<file path="config.mk">
export PLATFORM = sky130hd
export DESIGN_NAME = dual_addressable_register
export DESIGN_NICKNAME = d
export VERILOG_FILES = /design/src/rtl/dual_addressable_register.sv
export SDC_FILE = /design/constraint.sdc
export NUM_CORES = 1
export LEC_CHECK = 0
export ABC_AREA = 1
export BUFFER_PORTS_ARGS = -buffer_cell sky130_fd_sc_hd__buf_4
export CAP_MARGIN = 5
export CORE_UTILIZATION = 35
export DETAILED_ROUTE_END_ITERATION = 6
export MAX_ROUTING_LAYER = met4
export PLACE_DENSITY = 0.66
export SLEW_MARGIN = 20
export SYNTH_ARGS = -nofsm -noshare
export SYNTH_HDL_FRONTEND = slang
export SYNTH_SLANG_ARGS = --single-unit
export TNS_END_PERCENT = 50
</file>
<file path="constraint.sdc">
create_clock -name clock -period 2.6 [get_ports clock]
set_input_delay 0.13 -clock clock [delete_from_list [all_inputs] [get_ports clock]]
set_output_delay 0.13 -clock clock [all_outputs]
set_load 0.02 [all_outputs]
</file>
<file path="src/rtl/dual_addressable_register.sv">
// Four-entry register file with explicit or pointer-based write addressing.
// Supports hold, write, clear and demux modes plus an auto-incrementing pointer.
module dual_addressable_register #(
    parameter int WIDTH = 2
) (
    input  logic             clock,
    input  logic             reset,
    input  logic [1:0]       sel,
    input  logic [WIDTH-1:0] data,
    input  logic             enable_n,
    input  logic             clear_n,
    input  logic             use_ptr,
    input  logic             ptr_load,
    output logic [WIDTH-1:0] out0,
    output logic [WIDTH-1:0] out1,
    output logic [WIDTH-1:0] out2,
    output logic [WIDTH-1:0] out3,
    output logic [1:0]       ptr,
    output logic             wrap
);

    localparam logic [1:0] MODE_HOLD  = 2'b11;
    localparam logic [1:0] MODE_WRITE = 2'b10;
    localparam logic [1:0] MODE_CLEAR = 2'b01;
    localparam logic [1:0] MODE_DEMUX = 2'b00;

    logic [WIDTH-1:0] ent [4];
    logic [1:0]       addr;
    logic [1:0]       mode;
    logic             write_cycle;
    logic             bump;

    assign mode        = {clear_n, enable_n};
    assign addr        = use_ptr ? ptr : sel;
    assign write_cycle = (mode == MODE_WRITE) || (mode == MODE_DEMUX);
    assign bump        = write_cycle && use_ptr && !ptr_load;

    assign out0 = ent[0];
    assign out1 = ent[1];
    assign out2 = ent[2];
    assign out3 = ent[3];

    // Entry storage: apply the selected mode to all four entries.
    always_ff @(posedge clock or posedge reset) begin
        if (reset) begin
            for (int i = 0; i < 4; i++) ent[i] <= '0;
        end else begin
            case (mode)
                MODE_WRITE: ent[addr] <= data;
                MODE_CLEAR: begin
                    for (int i = 0; i < 4; i++) ent[i] <= '0;
                end
                MODE_DEMUX: begin
                    for (int i = 0; i < 4; i++)
                        ent[i] <= (addr == 2'(i)) ? data : '0;
                end
                MODE_HOLD: ;
                default: ;
            endcase
        end
    end

    // Pointer: a load beats the increment; wrap flags a 3->0 increment only.
    always_ff @(posedge clock or posedge reset) begin
        if (reset) begin
            ptr  <= 2'd0;
            wrap <= 1'b0;
        end else begin
            if (ptr_load)
                ptr <= sel;
            else if (bump)
                ptr <= ptr + 2'd1;
            wrap <= bump && (ptr == 2'd3);
        end
    end

endmodule

</file>
==> metrics <==
top cells by count, synth=nand2_1, nand3_1, dfrtp_1; CTS buffer count=3; RSZ-0062 raised after global routing=no; starting density of the core=0.375; total number of vias=570; Slew headroom=0.728; H-Tree Level Count=1; I/O pin count=21; Reg2Reg Setup Slack=1550 ps; Synth area leader=dfrtp_1; root buf cell=clkbuf_4; final wirelength=1.24 mm; Clk pin slew, worst setup/hold paths=70 ps; CTS tree=yes; crit path capture type=flip-flop; minimum clock period after layout=1050 ps; Warnings, synthesis=0; largest net degree at the start of global routing=12; fmax=0.948 GHz; GRT Max-Usage Layer=met2; met2 Use GR=0.268; ANT cells=0; Setup WS post-layout=1550 ps; gr ovfl total=0; TritonRoute pass-1 iters=4; Crit Path Max Fanout=5; hold path depth=3; Max-Cap Viols=0; largest cells by area after synthesis=dfrtp_1, nand2_1, nand3_1; Post-Syn Nets=89; Setup Crit Path Kind=reg2reg; Static Leakage=0.461 nW; Post-route DRC=0; Crit Reg-Reg Startpoint=ptr[1]$_DFFE_PP0P_; die width=42.2 µm; port buffer count=20; Starting DRT DRC Count=13; Skew-Pair Late Insertion Delay=260 ps; status=complete, no violations; Area Overhead vs Synth=35.8%; Pwr per Cell Area=533 nW/µm²; DP Worst Slack=1580 ps; layout cell share with drive strength beyond 1=0.255; antenna violations before repair=0; met3 usage=0.0259; core box area=1510 µm²; CTS Hold Bufs=1; min-delay src=data[1]; routability cong.=0.837; Post-Route Setup TNS=0 ps; Worst VDD drop=0.000310 V; worst-margin pin slew=408 ps; Post-synth EDFFs=0; Hold Slack=102 ps; fin crit share=0.406; clk sinks=11; Hold Vio Cnt, Final=0; crit start category=flip-flop; number of cells on the worst reg-to-reg path=7; library cells used by synthesis=12; die area=1780 µm²; Cell Rows=14; post-synthesis area per instance=7.25 µm²; first-pass GRT wire length=2.17 mm; number of vias per cell=4.83; most frequent cell after synthesis=nand2_1; hpwl dp=954 µm; met1 usage=0.196; vias in the first global route=524; share of flip-flops with an asynchronous set or reset=1.00; Final Max Tran Viols=0; FF+latch count, synth=11; Longest Clk Path Bufs=2; GRT Util Overall=0.160; worst clock skew=5.02 ps; Final ANT Viol Nets=0; postcts setup bufs=0; die height=42.2 µm; CP Data Arrival Time=1250 ps; top-area cell type share of the netlist area=0.487; CTS resizes=0; fillers=157; Final setup viols=0; Avg WL per Cell=10.5 µm; sequential area share after synthesis=0.487; Hold Path Class=in2reg; Synth Cell Area=566 µm²; required time worst endpoint=2800 ps; Syn Inst Count=78; final net count=114; top_reg_cell synth=dfrtp_1
==> layout make-up <==
class / instances / area (µm²) / share of cell area
Timing Repair Buffer: 21 / 160 / 0.208
Clock buffer: 4 / 26.3 / 0.0342
Multi-Input combinational cell: 57 / 253 / 0.329
Sequential cell: 11 / 275 / 0.358
Inverter: 9 / 33.8 / 0.0440
Tap cell: 16 / 20.0 / 0.0261
==> layout by cell type, fill, tap and decap left out <==
cell           synthesis  final
buf_4                  0     20
nand2_2                2      2
nor3_1                 1      1
nand2_1               31     31
inv_2                  1      1
and2_1                 1      1
dlygate4sd3_1          0      1
clkbuf_1               0      1
a21oi_1                1      1
inv_1                  8      8
ha_1                   1      1
dfrtp_1               11     11
nand3_1               16     16
nor2_1                 4      4
clkbuf_4               0      3
==> cells by family (layout without fill, tap and decap cells) <==
kind of cell / Yosys count / count (layout) / share of synthesized area
AOI/OAI and AO/OA: 1 / 1 / 0.00884
and+or+nand+nor: 55 / 55 / 0.416
DFF: 11 / 11 / 0.487
adders and majority gates: 1 / 1 / 0.0221
buffers and inverters: 10 / 34 / 0.0664
==> worst max-delay path, cell delays in order (launching register included) <==
cell and delay [ps]:
dfrtp_1 430, inv_1 70, nand2_1 50, nand2_2 110, nand3_1 120, inv_1 100
nand2_1 50, nand2_1 60
==> metrics by stage <==
stage | std cells | power [W] | instance area (µm²) | util
2_1_floorplan | 78 | 0.000254 | 566 | -
3_3_place_gp | 113 | 0.000298 | 732 | 0.486
3_5_place_dp | 113 | 0.000299 | 732 | 0.486
4_1_cts | 118 | 0.000417 | 768 | 0.510
5_1_grt | 118 | 0.000436 | 768 | 0.510
6_report | 118 | 0.000410 | 768 | 0.510
==> where the power goes <==
group / leakage (nW) / total (W) / internal, W / switching (W)
Sequential: 0.146 / 0.000194 / 0.000184 / 0.00000982
Clock: 0.0150 / 0.000113 / 0.0000592 / 0.0000542
Combinational: 0.300 / 0.000102 / 0.0000422 / 0.0000600
Total: 0.461 / 0.000410 / 0.000286 / 0.000124
==> routing by layer <==
metal / part of all wire / wire, µm
met1: 0.48 / 594
met2: 0.47 / 582
met3: 0.041 / 51
met4: 0.012 / 15
met5: 0 / 0
==> worst max path at each step <==
| stage | startpoint | end | slack (ps) | cells after the start |
|---|---|---|---|---|
| global route | ptr[1]$_DFFE_PP0P_ | flip-flop | 1440 | 7 |
| global placement | ptr[1]$_DFFE_PP0P_ | flip-flop | 1590 | 7 |
| floorplan | ptr[1]$_DFFE_PP0P_ | flip-flop | 1570 | 7 |
| CTS | ptr[1]$_DFFE_PP0P_ | flip-flop | 1550 | 7 |
| finish | ptr[1]$_DFFE_PP0P_ | flip-flop | 1550 | 7 |
| detailed placement | ptr[1]$_DFFE_PP0P_ | flip-flop | 1580 | 7 |
Note: power is estimated with default switching activity, not from simulation.
